**config.mk**
```make
export PLATFORM = sky130hd
export DESIGN_NAME = arp_req_scheduler
export DESIGN_NICKNAME = d
export VERILOG_FILES = /design/src/rtl/arp_req_scheduler_pkg.sv /design/src/rtl/arp_ms_timer.sv /design/src/rtl/arp_req_scheduler.sv
export SDC_FILE = /design/constraint.sdc
export NUM_CORES = 1
export LEC_CHECK = 0
export BUFFER_PORTS_ARGS = -buffer_cell sky130_fd_sc_hd__buf_2
export CORE_AREA = 2 2 112 157
export DETAILED_ROUTE_END_ITERATION = 8
export DIE_AREA = 0 0 114 159
export SETUP_SLACK_MARGIN = 0.5
export SLEW_MARGIN = 10
export SYNTH_ARGS = -nofsm -noshare
export SYNTH_HDL_FRONTEND = slang
export SYNTH_SLANG_ARGS = --single-unit
export TNS_END_PERCENT = 20
```
**constraint.sdc**
```tcl
create_clock -name clk -period 2.8 [get_ports clk]
set_input_delay 0.56 -clock clk [delete_from_list [all_inputs] [get_ports clk]]
set_output_delay 0.56 -clock clk [all_outputs]
set_load 0.02 [all_outputs]
```
**src/rtl/arp_req_scheduler_pkg.sv**
```systemverilog
// arp_req_scheduler_pkg: shared ARP opcodes, socket mode code, FSM and grant encodings
package arp_req_scheduler_pkg;

    localparam logic [1:0] ARP_OP_REQ      = 2'b01;
    localparam logic [1:0] ARP_OP_REPLY    = 2'b10;
    localparam logic [3:0] SOCKET_IN_UDPGP = 4'h4;

    typedef enum logic [2:0] {
        ST_IDLE,
        ST_SEND_REQ,
        ST_WAIT_REPLY,
        ST_RESOLVED,
        ST_FAIL_HOLD
    } arp_state_e;

    typedef enum logic [1:0] {
        GNT_NONE,
        GNT_REPLY,
        GNT_REQ,
        GNT_GRAT
    } arp_gnt_e;

endpackage

```
**src/rtl/arp_ms_timer.sv**
```systemverilog
// arp_ms_timer: free-running 1 ms tick prescaler plus clearable saturating ms counter
module arp_ms_timer #(
    parameter int TICK_DIV = 125000,
    parameter int W        = 32
) (
    input  logic         clk,
    input  logic         rst,
    input  logic         clr,
    output logic [W-1:0] ms
);

    localparam int PW = (TICK_DIV > 1) ? $clog2(TICK_DIV) : 1;

    logic [PW-1:0] pre;
    logic          tick;

    assign tick = (pre == PW'(TICK_DIV - 1));

    // prescaler wraps at TICK_DIV-1, producing one tick per ms
    always_ff @(posedge clk) begin
        if (rst) pre <= '0;
        else     pre <= tick ? '0 : pre + 1'b1;
    end

    // ms counter reloads to zero on clr and saturates at all-ones
    always_ff @(posedge clk) begin
        if (rst || clr)          ms <= '0;
        else if (tick && ms != '1) ms <= ms + 1'b1;
    end

endmodule

```
**src/rtl/arp_req_scheduler.sv**
```systemverilog
// arp_req_scheduler: ARP resolver FSM with reply queue and one-outstanding TX arbiter (optional ARP_GRATUITOUS_EN)
module arp_req_scheduler
    import arp_req_scheduler_pkg::*;
#(
    parameter int TICK_DIV     = 125000,
    parameter int RETRY_MS     = 1000,
    parameter int MAX_RETRY    = 4,
    parameter int REFRESH_MS   = 60000,
    parameter int FAIL_HOLD_MS = 5000
) (
    input  logic        clk,
    input  logic        rst,
    input  logic [31:0] SetDataDstIP,
    input  logic [3:0]  SetWorkProtocol,
    input  logic        ARPReqReced,
    input  logic        ARPReplyReced,
    input  logic [31:0] RecSrcIP,
`ifdef ARP_GRATUITOUS_EN
    input  logic [31:0] SetLocalIP,
`endif
    output logic        TxArpReq,
    output logic [1:0]  TxArpOp,
    output logic [31:0] TxArpTargetIP,
    input  logic        TxArpAck,
    output logic        ArpResolved,
    output logic        ArpResolveFail,
    output logic [2:0]  ArpRetryCnt
);

    arp_state_e  state, nxt;
    arp_gnt_e    gnt, sel;
    logic [31:0] dst_q, rep_ip, ms, local_ip, sel_ip;
    logic [1:0]  sel_op;
    logic        rep_pend, req_pend, grat_pend, ack, go, grp, dst_chg, match;
    logic        restart, wipe, clr, exp_retry, exp_refresh, exp_hold;

    arp_ms_timer #(.TICK_DIV(TICK_DIV), .W(32)) u_tmr (
        .clk (clk),
        .rst (rst),
        .clr (clr),
        .ms  (ms)
    );

    assign grp         = (SetWorkProtocol == SOCKET_IN_UDPGP);
    assign dst_chg     = (SetDataDstIP != dst_q);
    assign match       = ARPReplyReced && (RecSrcIP == SetDataDstIP);
    assign ack         = TxArpAck && TxArpReq;
    assign exp_retry   = (ms >= 32'(RETRY_MS));
    assign exp_refresh = (ms >= 32'(REFRESH_MS));
    assign exp_hold    = (ms >= 32'(FAIL_HOLD_MS));
    assign wipe        = restart || (nxt == ST_IDLE);
    assign clr         = restart || (nxt != state);

    // pending means waiting for a TX grant; a request already held in TX is not pending again
    assign req_pend = (state == ST_SEND_REQ) && !(TxArpReq && gnt == GNT_REQ);
    assign sel      = rep_pend ? GNT_REPLY : req_pend ? GNT_REQ : grat_pend ? GNT_GRAT : GNT_NONE;
    assign sel_op   = (sel == GNT_REPLY) ? ARP_OP_REPLY : ARP_OP_REQ;
    assign sel_ip   = (sel == GNT_REPLY) ? rep_ip : (sel == GNT_REQ) ? SetDataDstIP : local_ip;
    assign go       = !TxArpReq && (sel != GNT_NONE);

`ifdef ARP_GRATUITOUS_EN
    logic grat_done;
    assign grat_pend = !grat_done;
    assign local_ip  = SetLocalIP;
    // the gratuitous request is offered once per reset, at lowest priority
    always_ff @(posedge clk) begin
        if (rst)                           grat_done <= 1'b0;
        else if (go && sel == GNT_GRAT)    grat_done <= 1'b1;
    end
`else
    assign grat_pend = 1'b0;
    assign local_ip  = '0;
`endif

    // next-state: group mode and destination changes override normal progression; a matching reply beats timeout
    always_comb begin
        nxt     = state;
        restart = 1'b0;
        if (state != ST_IDLE && grp) nxt = ST_IDLE;
        else if (state != ST_IDLE && dst_chg) begin
            nxt     = ST_SEND_REQ;
            restart = 1'b1;
        end else begin
            case (state)
                ST_IDLE:       nxt = grp ? ST_IDLE : ST_SEND_REQ;
                ST_SEND_REQ:   nxt = (ack && gnt == GNT_REQ) ? ST_WAIT_REPLY : ST_SEND_REQ;
                ST_WAIT_REPLY: nxt = match ? ST_RESOLVED : !exp_retry ? ST_WAIT_REPLY :
                                     (ArpRetryCnt < 3'(MAX_RETRY)) ? ST_SEND_REQ : ST_FAIL_HOLD;
                ST_RESOLVED:   nxt = exp_refresh ? ST_SEND_REQ : ST_RESOLVED;
                ST_FAIL_HOLD:  nxt = exp_hold ? ST_SEND_REQ : ST_FAIL_HOLD;
                default:       nxt = ST_IDLE;
            endcase
        end
    end

    // state register and status outputs updated on state entry
    always_ff @(posedge clk) begin
        if (rst) begin
            state          <= ST_IDLE;
            dst_q          <= '0;
            ArpResolved    <= 1'b0;
            ArpResolveFail <= 1'b0;
            ArpRetryCnt    <= '0;
        end else begin
            state          <= nxt;
            dst_q          <= SetDataDstIP;
            ArpResolved    <= wipe ? 1'b0 : (nxt == ST_RESOLVED) ? 1'b1 :
                              (nxt == ST_FAIL_HOLD) ? 1'b0 : ArpResolved;
            ArpResolveFail <= wipe ? 1'b0 : (nxt == ST_FAIL_HOLD) ? 1'b1 :
                              (nxt == ST_SEND_REQ) ? 1'b0 : ArpResolveFail;
            ArpRetryCnt    <= wipe ? '0 :
                              (state == ST_SEND_REQ && nxt == ST_WAIT_REPLY) ? ArpRetryCnt + 3'd1 :
                              (nxt == ST_RESOLVED) ? '0 :
                              (state == ST_FAIL_HOLD && nxt == ST_SEND_REQ) ? '0 : ArpRetryCnt;
        end
    end

    // one-deep reply queue: newest incoming request overwrites, granting empties it
    always_ff @(posedge clk) begin
        if (rst) begin
            rep_pend <= 1'b0;
            rep_ip   <= '0;
        end else if (ARPReqReced) begin
            rep_pend <= 1'b1;
            rep_ip   <= RecSrcIP;
        end else if (go && sel == GNT_REPLY) rep_pend <= 1'b0;
    end

    // registered grant, held until a real ack
    always_ff @(posedge clk) begin
        if (rst) begin
            TxArpReq      <= 1'b0;
            TxArpOp       <= 2'b00;
            TxArpTargetIP <= '0;
            gnt           <= GNT_NONE;
        end else if (go) begin
            TxArpReq      <= 1'b1;
            TxArpOp       <= sel_op;
            TxArpTargetIP <= sel_ip;
            gnt           <= sel;
        end else if (ack) begin
            TxArpReq      <= 1'b0;
            gnt           <= GNT_NONE;
        end
    end

endmodule

```
== Word level (Yosys, flattened, before mapping) ==
Cells that the tools add are included.

* Shift operators: 0
* Reductions and logical operators: 28
* Div/mod/pow operators: 0
* Bitwise logic cells: 0
* Equal/unequal tests: 17
* Multipliers: 0
* Magnitude comparators: 4
* Add/sub/neg operators: 3
* Multiplexer cells: 30

{| class="wikitable"
|+ Operators by type and width
! cell !! count
|-
| $mux W32 || 2
|-
| $add A32 B1 Y32 const B || 1
|-
| $eq A32 B32 Y1 || 1
|-
| $ge A32 B10 Y1 const B || 1
|-
| $ge A32 B13 Y1 const B || 1
|-
| $ge A32 B16 Y1 const B || 1
|-
| $ne A32 B32 Y1 || 1
|-
| $ne A32 B32 Y1 const B || 1
|-
| $mux W3 || 9
|-
| $add A17 B1 Y17 const B || 1
|-
| $eq A17 B17 Y1 const B || 1
|-
| $pmux W3 S5 || 1
|-
| $mux W2 || 7
|-
| $eq A3 B2 Y1 const B || 4
|-
| $logic_and A1 B1 Y1 || 12
|-
| $mux W1 || 11
|-
| $reduce_bool A2 Y1 || 5
|-
| $eq A3 B1 Y1 const B || 2
|-
| $eq A3 B3 Y1 const B || 2
|-
| $logic_not A3 Y1 || 2
|-
| $reduce_bool A3 Y1 || 2
|-
| $eq A2 B2 Y1 const B || 2
|-
| $eq A4 B3 Y1 const B || 1
|-
| $reduce_or A2 Y1 || 2
|-
| other kinds (6) || 9
|}

* ROM bits: 0
* RAM bits: 0
* Input port bits: 73
* Memories: 0
* Register bits: 159
* Output and inout bits: 40
* Logic and storage cells: 95
* Latch bits: 0

== Depth between registers and ports, before layout ==
Gate-level depths: netlist of run 1.

* Depth after elaboration: 12
* Mapped depth: 10
* Depth with buffers taken out: 9

== By module ==
Synthesis of run 1 repeated with hierarchy kept, for this count alone.

* Cells, all modules: 894
* Area total of the unflattened synthesis: 7549.7 µm²

{| class="wikitable"
|+ Modules (own cells, without submodules)
! module !! cells an instance !! times used !! area each (µm²) !! sequential area each (µm²)
|-
| arp_req_scheduler || 599 || 1 || 5143.7 || 2202.1
|-
| arp_ms_timer || 295 || 1 || 2406.1 || 980.9
|}

== Least setup slack after synthesis of run 1 ==
No wires, ideal clock.

* Kind: input to register
* Start: input RecSrcIP[29]
* End: register u_tmr.ms[12]
* Path buffers: 1
* Stages on the path: 8
* Slack: 330 ps
* Data arrival time: 2382 ps
* Setup time: 87 ps
* Cell sequence: and2b_1 > a221o_1 > nor4_4 > nand4_1 > a311oi_4 > o21ai_4 > buf_6 > nor4_4

* Longest elaborated chain between the ends: 9

{| class="wikitable"
|+ RTL lines
! item !! line !! RTL
|-
| from (decl) || arp_req_scheduler.sv:17 || <nowiki>input logic [31:0] RecSrcIP,</nowiki>
|-
| $eq A32 B32 Y1 || arp_req_scheduler.sv:46 || <nowiki>assign match = ARPReplyReced && (RecSrcIP == SetDataDstIP);</nowiki>
|-
| $logic_and A1 B1 Y1 || arp_req_scheduler.sv:46 ||
|-
| $mux W3 || arp_req_scheduler.sv:87 || <nowiki>ST_WAIT_REPLY: nxt = match ? ST_RESOLVED : !exp_retry ? ST_WAIT_REPLY :</nowiki>
|-
| $pmux W3 S5 || arp_req_scheduler.sv:84 || <nowiki>case (state)</nowiki>
|-
| $mux W3 || arp_req_scheduler.sv:80 || <nowiki>else if (state != ST_IDLE && dst_chg) begin</nowiki>
|-
| $mux W3 || arp_req_scheduler.sv:79 || <nowiki>if (state != ST_IDLE && grp) nxt = ST_IDLE;</nowiki>
|-
| $ne A3 B3 Y1 || arp_req_scheduler.sv:52 || <nowiki>assign clr = restart || (nxt != state);</nowiki>
|-
| $logic_or A1 B1 Y1 || arp_req_scheduler.sv:52 ||
|-
| $logic_or A1 B1 Y1 || arp_ms_timer.sv:27 || <nowiki>if (rst || clr) ms <= '0;</nowiki>
|-
| to (signal assigned) || arp_ms_timer.sv:28 || <nowiki>else if (tick && ms != '1) ms <= ms + 1'b1;</nowiki>
|-
| to (decl) || arp_ms_timer.sv:9 || <nowiki>output logic [W-1:0] ms</nowiki>
|}

Every way passes these cells.
A chain may end at the register's enable or synchronous reset.

== Worst setup path after layout of run 1 ==
* Start: register u_tmr.ms[3]
* End: register u_tmr.ms[30]

* Longest elaborated chain between the ends: 9

{| class="wikitable"
|+ RTL lines
! item !! line !! RTL
|-
| $ge A32 B10 Y1 || arp_req_scheduler.sv:48 || <nowiki>assign exp_retry = (ms >= 32'(RETRY_MS));</nowiki>
|-
| $mux W3 (2 in series) || arp_req_scheduler.sv:87 ||
|-
| $pmux W3 S5 || arp_req_scheduler.sv:84 ||
|-
| $mux W3 || arp_req_scheduler.sv:80 ||
|-
| $mux W3 || arp_req_scheduler.sv:79 ||
|-
| $ne A3 B3 Y1 || arp_req_scheduler.sv:52 ||
|-
| $logic_or A1 B1 Y1 || arp_req_scheduler.sv:52 ||
|-
| $logic_or A1 B1 Y1 || arp_ms_timer.sv:27 ||
|}

Parallel ways exist; a longest one is shown, timed or not.

==> key figures, run 1 <==
Status
  • Status: complete, no violations

Drt
  • WL per Instance: 16.29 um
  • DR DRC count: 0
  • Antenna violation net count after detailed routing: 0
  • DR vias: 5944
  • Drt via density: 5.270
  • WL final: 18.37 mm
  • Number of detailed-route iterations in the first pass: 4
  • Detailed router's first-iteration violation count: roughly 260

Critical path
  • Crit Path Category: reg2reg
  • Setup crit end kind: flip-flop
  • Cell breakdown of the critical path: or4_4, a211oi_2, o211ai_1, a221oi_2, o211ai_4, xnor2_4, buf_12, nor4_1
  • Crit path max-delay family: compound AO/OA/AOI/OAI gates
  • Critical path fanouts, max: 18
  • Critical Path AT: 2780 ps
  • WP data required: 3130 ps
  • Slowest cell on crit path: or4_4
  • Slowest stage delay, CP: 540 ps
  • CP startpoint kind: flip-flop
  • CP bufs+invs: 1

Place
  • # port buffers: 112
  • Pre-CTS setup slack: -134.0 ps
  • RD Place Congestion: approximately 0.8
  • Post-DP HPWL: 13.51 mm

Logic synthesis
  • Syn_area_per_cell: 9.420 sq um
  • Synth unique cells: 56
  • Cells after Synth: 787
  • Yosys warnings: 0
  • Dominant cells by area after synthesis: dfxtp_1 43%, xnor2_1 9.7%, nor4_2 5.1%, mux2i_1 4.5%, nor2_1 4.2%
  • Post-synth top cells: 159 x dfxtp_1, 83 x nor2_1, 82 x xnor2_1
  • Seq cells post-synth: 159
  • Post-synthesis sequential area ratio: 0.4294
  • Largest area contributor in the netlist: dfxtp_1
  • Synth Flop Type: dfxtp_1
  • Synth async-reset ratio: 0
  • Number of synthesized flops with an enable pin: 0
  • Count leader, synth: dfxtp_1
  • Yosys top cell area share: 0.4294
  • Syn Nets: 864
  • Synthesized cell area: 7413 sq um

Timing
  • Unrepaired setup endpoints after global routing: true
  • Final Hold Vio Count: 0
  • Setup Skew: 13.97 ps
  • Fin crit period: 2451 ps
  • Setup ws final: 349.1 ps
  • Rel. slew slack: 0.6394
  • Period utilization: 0.8753
  • Setup violators final: 0
  • Slew of the pin with the lowest slew margin: 538.5 ps
  • Final Max Slew Viols: 0
  • Fmax: around 0.4 GHz
  • Worst hold slack: between 300 and 400 ps

Floorplanning
  • Die area: ~18000 sq um
  • Io pins: approximately 110
  • Die X: 114 um
  • Std cell rows: 56
  • Die height: 159 um
  • Initial Util: 0.4446
  • CORE AREA: 16680 sq um

Clock tree
  • CTS sink cnt: 159
  • Max clock buf depth: 2
  • CTS clk-pin slew, worst paths: 80 ps
  • Clock root buffer master: clkbuf_16
  • CTS H-tree depth: 4
  • CTS tree: built
  • Post-CTS Hold Buffers: 0
  • Clock latency on the worst-skew pair: 430 ps
  • Total CTS buffers: 17

Job
  • Max_cap viols: 0

Global routing
  • GRT overflow: 0
  • Vias in the first global route: around 6000
  • Antenna violations before repair: 0
  • Global-route wire length before repair: 30.20 mm
  • Largest net degree at the start of global routing: just over 80
  • Total global-route track usage: 0.2083

Cells and area
  • Area grow syn2layout: 23.88%
  • Final #Nets: 988
  • Share of post-route cells with drive strength above 1: 0.2652

Power
  • Worst IR Drop VDD: 0.3996 mV
  • Lkg Pwr: between 3 and 4 nW
  • Power Density: slightly below 600 nW/um^2

Worst hold path
  • Worst hold path type: in2reg
placed cells by master, fill, tap and decap left out, types with 24 or more instances in the layout:
cell type  count
dfxtp_1      155
buf_2        111
nor2_1        81
xnor2_1       81
nand2_1       59
o21ai_0       39
nor2b_1       34
mux2i_1       33
a22oi_1       32
nand4_1       26
xor2_1        26
buf_4         25
nor4_2        24
logic make-up (layout without fill, tap and decap cells):
group                      Yosys count  count (layout)  share of synthesized area
and+or+nand+nor                    318             318                     0.2493
adders and majority gates            5               5                   0.008102
DFF                                159             159                     0.4294
buffers and inverters               57             194                    0.03730
xor gates and xnor gates           110             110                     0.1335
muxes                               33              33                    0.04456
other                                0               1                          0
AOI/OAI and AO/OA                  105             105                    0.09789
sequential cells by signal, summed over array words and instances (netlist names), 2 cells and up:
signal,count
TxArpTargetIP,32
state,3
u_tmr.pre,17
rep_ip,32
u_tmr.ms,32
dst_q,32
gnt,2
ArpRetryCnt,3
TxArpOp,2
final cells by class:
cell class | count | area [sq um]
sequential | 159 | 3188
fill | 1551 | 7492
clock inverter | 14 | 156.4
multi-input combinational | 571 | 4133
tap | 203 | 254.0
antenna | 1 | 2.502
clock buffer | 18 | 439.2
inverter | 15 | 56.30
timing repair buffer | 147 | 954.7
metal layers:
metal  vias up  global-route usage  share of wire
li1       2999                   -              -
met1      2820              0.2304           0.39
met2       107              0.3885           0.55
met3        18             0.04949          0.046
met4         0             0.06098          0.014
met5         -                   0              0
through the flow:
step / cells / utilization / instance area [sq um] / setup TNS, ps / power [W]
after floorplan: 787 / - / 7445 / 0 / 0.002896
after global placement: 1094 / 0.5051 / 8423 / -4145 / 0.003175
after detailed placement: 1094 / 0.5051 / 8423 / -3152 / 0.003180
after CTS: 1126 / 0.5425 / 9046 / 0 / 0.005495
after global routing: 1127 / 0.5506 / 9181 / 0 / 0.005670
final: 1128 / 0.5507 / 9184 / 0 / 0.005450
final timing paths:
| kind | startpoint | to | slack, ps | cells past startpoint |
|---|---|---|---|---|
| max reg2reg | u_tmr.ms[3] | u_tmr.ms[30] | 350 | 8 |
| min | SetDataDstIP[23] | TxArpTargetIP[23] | 390 | 3 |
| max | u_tmr.ms[3] | u_tmr.ms[30] | 350 | 8 |
| min reg2reg | u_tmr.pre[0] | u_tmr.pre[0] | 440 | 1 |
power by group:
part | switching, W | internal (W) | leakage (nW) | total [W]
clock network | 0.00109 | 0.00123 | 0.290 | 0.00231
logic | 0.000426 | 0.000293 | 1.87 | 0.000719
registers | 0.0000576 | 0.00236 | 1.30 | 0.00242
total | 0.00157 | 0.00388 | 3.47 | 0.00545
worst register-to-register path, cell delays in order (launching register included):
cell      delay, ps
dfxtp_1         320
or4_4           540
a211oi_2        200
o211ai_1        160
a221oi_2        410
o211ai_4        150
xnor2_4         180
buf_12          190
nor4_1          220
repair_timing:
item	4_1_cts	5_1_grt
setup endpoints to repair	38	37
gates cloned	0	0
resized for setup	6	23
pin swaps	4	5
buffers inserted	0	1
No activity file was read; power rests on OpenSTA's default activity.
==> run 2, diff against run 1 <==
- CORE_AREA: 2 2 112 157 -> 2 2 119 150
- CTS_BUF_LIST: not set -> sky130_fd_sc_hd__clkbuf_8
- DIE_AREA: 0 0 114 159 -> 0 0 121 152
- SYNTH_HIERARCHICAL: not set -> 1
==> run 2 against run 1 <==
Sequential power about the same. Largest cell class unchanged. Final cell count up 15%. Area after synthesis up 1.8%. Global-route usage up 2.8 points. Largest power group unchanged. Fmax down 3.3%. Utilization down 0.065 points. Routed wire length up 14%. Critical path type unchanged. Worst hold slack worse by 33 ps. Sequential cell count unchanged. Non-clock buffer count up 39. Combinational power up 14%.
==> key figures, run 2 <==
Status
  • Status: complete, no violations

Logic synthesis
  • Synthesized cell area: 7550 sq um (+1.8%)
  • Seq cells post-synth: 159 (unchanged)
  • Dominant cells by area after synthesis: dfxtp_1 42%, xnor2_1 7.9%, nor2_1 5.6%, a21oi_1 4.7%, mux2i_1 4.4%
  • Count leader, synth: dfxtp_1
  • Cells after Synth: 894 (+14%)
  • Largest area contributor in the netlist: dfxtp_1
  • Post-synth top cells: 159 x dfxtp_1, 112 x nor2_1, 71 x a21oi_1
  • Syn Nets: 971 (+12%)
  • Yosys warnings: 6 (+6)
  • Synth unique cells: 64 (+14%)
  • Number of synthesized flops with an enable pin: 0 (unchanged)
  • Yosys top cell area share: 0.4216 (-0.007756)
  • Syn_area_per_cell: 8.445 sq um (-10%)
  • Synth async-reset ratio: 0 (unchanged)
  • Synth Flop Type: dfxtp_1
  • Post-synthesis sequential area ratio: 0.4216 (-0.007756)

Drt
  • DR vias: 7026 (+18%)
  • WL per Instance: 16.27 um (-0.12%)
  • WL final: 21.04 mm (+14%)
  • Detailed router's first-iteration violation count: 442 (+69%)
  • Number of detailed-route iterations in the first pass: 5 (+1)
  • Drt via density: 5.434 (+3.1%)
  • DR DRC count: 0 (unchanged)
  • Antenna violation net count after detailed routing: 0 (unchanged)

Critical path
  • Capturing point of the worst reg2reg path: u_tmr/ms[30]
  • Critical path fanouts, max: 19 (+1)
  • FF-to-FF path depth: 10 (+2)
  • Worst reg2reg path startpoint: u_tmr/ms[11]
  • Worst setup path end: u_tmr/ms[30]
  • Crit Path Category: reg2reg
  • CP startpoint kind: flip-flop
  • Setup crit end kind: flip-flop
  • Critical Path AT: 2920 ps (+140 ps)
  • Reg-to-reg setup timing slack: 270 ps (-80 ps)
  • WP data required: 3190 ps (+60 ps)
  • Setup crit start: u_tmr/ms[11]

Cells and area
  • FF/Latch Area: 3204 sq um (+0.51%)
  • Final #Nets: 1132 (+15%)
  • Area grow syn2layout: 24.54%
  • Multi-input gate area: 4203 sq um (+1.7%)
  • Final instance count without filler cells: 1293 (+15%)
  • Most common cell after layout, fill and taps aside: dfxtp_1
  • Most frequent cells in the layout: 144 x dfxtp_1, 111 x buf_2, 110 x nor2_1
  • Share of post-route cells with drive strength above 1: 0.2594 (-0.005788)
  • Fill count: 1595 (+2.8%)

Timing
  • Slew of the pin with the lowest slew margin: 652.7 ps (+114.2 ps)
  • Setup violators final: 0 (unchanged)
  • Period utilization: 0.9048 (+0.02953)
  • Unrepaired setup endpoints after global routing: true
  • Fmax: 0.3947 GHz (-3.3%)
  • Fin crit period: 2534 ps (+82.69 ps)
  • Final Hold Vio Count: 0 (unchanged)
  • Setup Skew: 13.66 ps (-0.3042 ps)
  • Rel. slew slack: 0.5649 (-0.07450)
  • Setup ws final: 266.4 ps (-82.69 ps)
  • Final Max Slew Viols: 0 (unchanged)

Power
  • Power Density: 520.6 nW/um^2 (-12%)
  • Lkg Pwr: 3.693 nW (+6.6%)
  • Worst IR Drop VDD: 0.3139 mV (-21%)

Worst hold path
  • Worst hold path type: in2reg

Global routing
  • Vias in the first global route: 6872 (+13%)
  • Largest net degree at the start of global routing: 78 (-4.9%)
  • Global-route wire length before repair: 34.61 mm (+15%)
  • Total global-route track usage: 0.2367 (+0.02840)
  • Antenna violations before repair: 1 (+1)
  • GRT overflow: 0 (unchanged)

Clock tree
  • CTS sink cnt: 159 (unchanged)
  • CTS H-tree depth: 4 (unchanged)
  • Setup repair bufs after CTS: 0 (unchanged)
  • Clock latency on the worst-skew pair: 460 ps (+30 ps)
  • CTS clk-pin slew, worst paths: 100 ps (+20 ps)
  • Clock root buffer master: clkbuf_8
  • Max clock buf depth: 2 (unchanged)
  • Total CTS buffers: 17 (unchanged)
  • CTS tree: built

Floorplanning
  • Io pins: 113 (unchanged)
  • Die X: 121 um (+6.1%)
  • Initial Util: 0.4417 (-0.002890)
  • Die area: 18390 sq um (+1.5%)
  • Std cell rows: 54 (-3.6%)
  • CORE AREA: 17090 sq um (+2.5%)
  • Die height: 152 um (-4.4%)

Place
  • Placed insts: 1259 (+15%)
  • Pre-CTS setup slack: -378.9 ps (-244.9 ps)
  • # port buffers: 112 (unchanged)
  • Post-DP HPWL: 15.08 mm (+12%)
  • RD Place Congestion: 0.8519 (+6.7%)

Job
  • Max_cap viols: 0 (unchanged)
-- run 2: layer usage --
layer,track usage,wire length (um)
met1,0.2806,8585
met2,0.4181,10870
met3,0.04842,1014
met4,0.08416,567
met5,0,0
-- run 2: report_power, final --
part / switching, W / internal (W) / leakage (nW)
sequential: 0.0000734 / 0.00238 / 1.31
combinational: 0.000465 / 0.000356 / 2.19
clock: 0.000952 / 0.000669 / 0.189
-- run 2: area by class of cell --
type | instances | share of cell area
diodes | 1 | 0.0002661
multi-input cells | 649 | 0.4470
inverters | 42 | 0.01677
clock inverters | 14 | 0.01304
flip-flops and latches | 159 | 0.3408
clock buffers | 18 | 0.02635
well taps | 224 | 0.02981
repair buffers | 186 | 0.1260
-- run 2: how the worst min path moves through the flow --
stage | from | endpoint | slack [ps] | cells past startpoint
floorplan | u_tmr/pre[0] | u_tmr/pre[0] | 440 | 1
global placement | ArpResolveFail | ArpResolveFail | 450 | 2
detailed placement | ArpResolveFail | ArpResolveFail | 470 | 2
CTS | RecSrcIP[19] | rep_ip[19] | 330 | 3
global route | RecSrcIP[17] | rep_ip[17] | 360 | 3
finish | RecSrcIP[19] | rep_ip[19] | 360 | 3
-- run 2: logic make-up after synthesis --
group	count (synthesis)	synth area share
AO/OA/AOI/OAI	172	0.1367
multiplexers	33	0.04375
XOR/XNOR	77	0.08933
adder cells (fa/ha/maj)	5	0.008121
flip-flops	159	0.4216
AND/OR/NAND/NOR	361	0.2560
buffers and inverters	87	0.04441
-- run 2: repair_timing --
item	in CTS	in global routing
resized for setup	25	15
pin swaps	10	6
hold buffers	0	0
setup endpoints to repair	36	36
cloned	1	0
-- run 2: stage by stage --
stage	power (W)	instance area (sq um)	hold slack, ps	util	TNS, ps
after CTS	0.004940	9338	334.3	0.5463	0
after detailed placement	0.003314	8845	467.7	0.5174	-10430
final	0.004895	9403	360.1	0.5501	0
after floorplan	0.002985	7586	440.8	-	0
after global routing	0.005140	9403	358.8	0.5501	0
after global placement	0.003310	8845	451.5	0.5174	-8573
-- run 2: worst max-delay path: stages, from the launching register on --
cell     delay (ps)
dfxtp_2         380
or3_1           410
nor4_4          350
nor2_1           80
and3_1          180
o21a_1          210
xnor2_1         140
nand3_1         140
or2_4           290
buf_12          170
a21oi_2         120
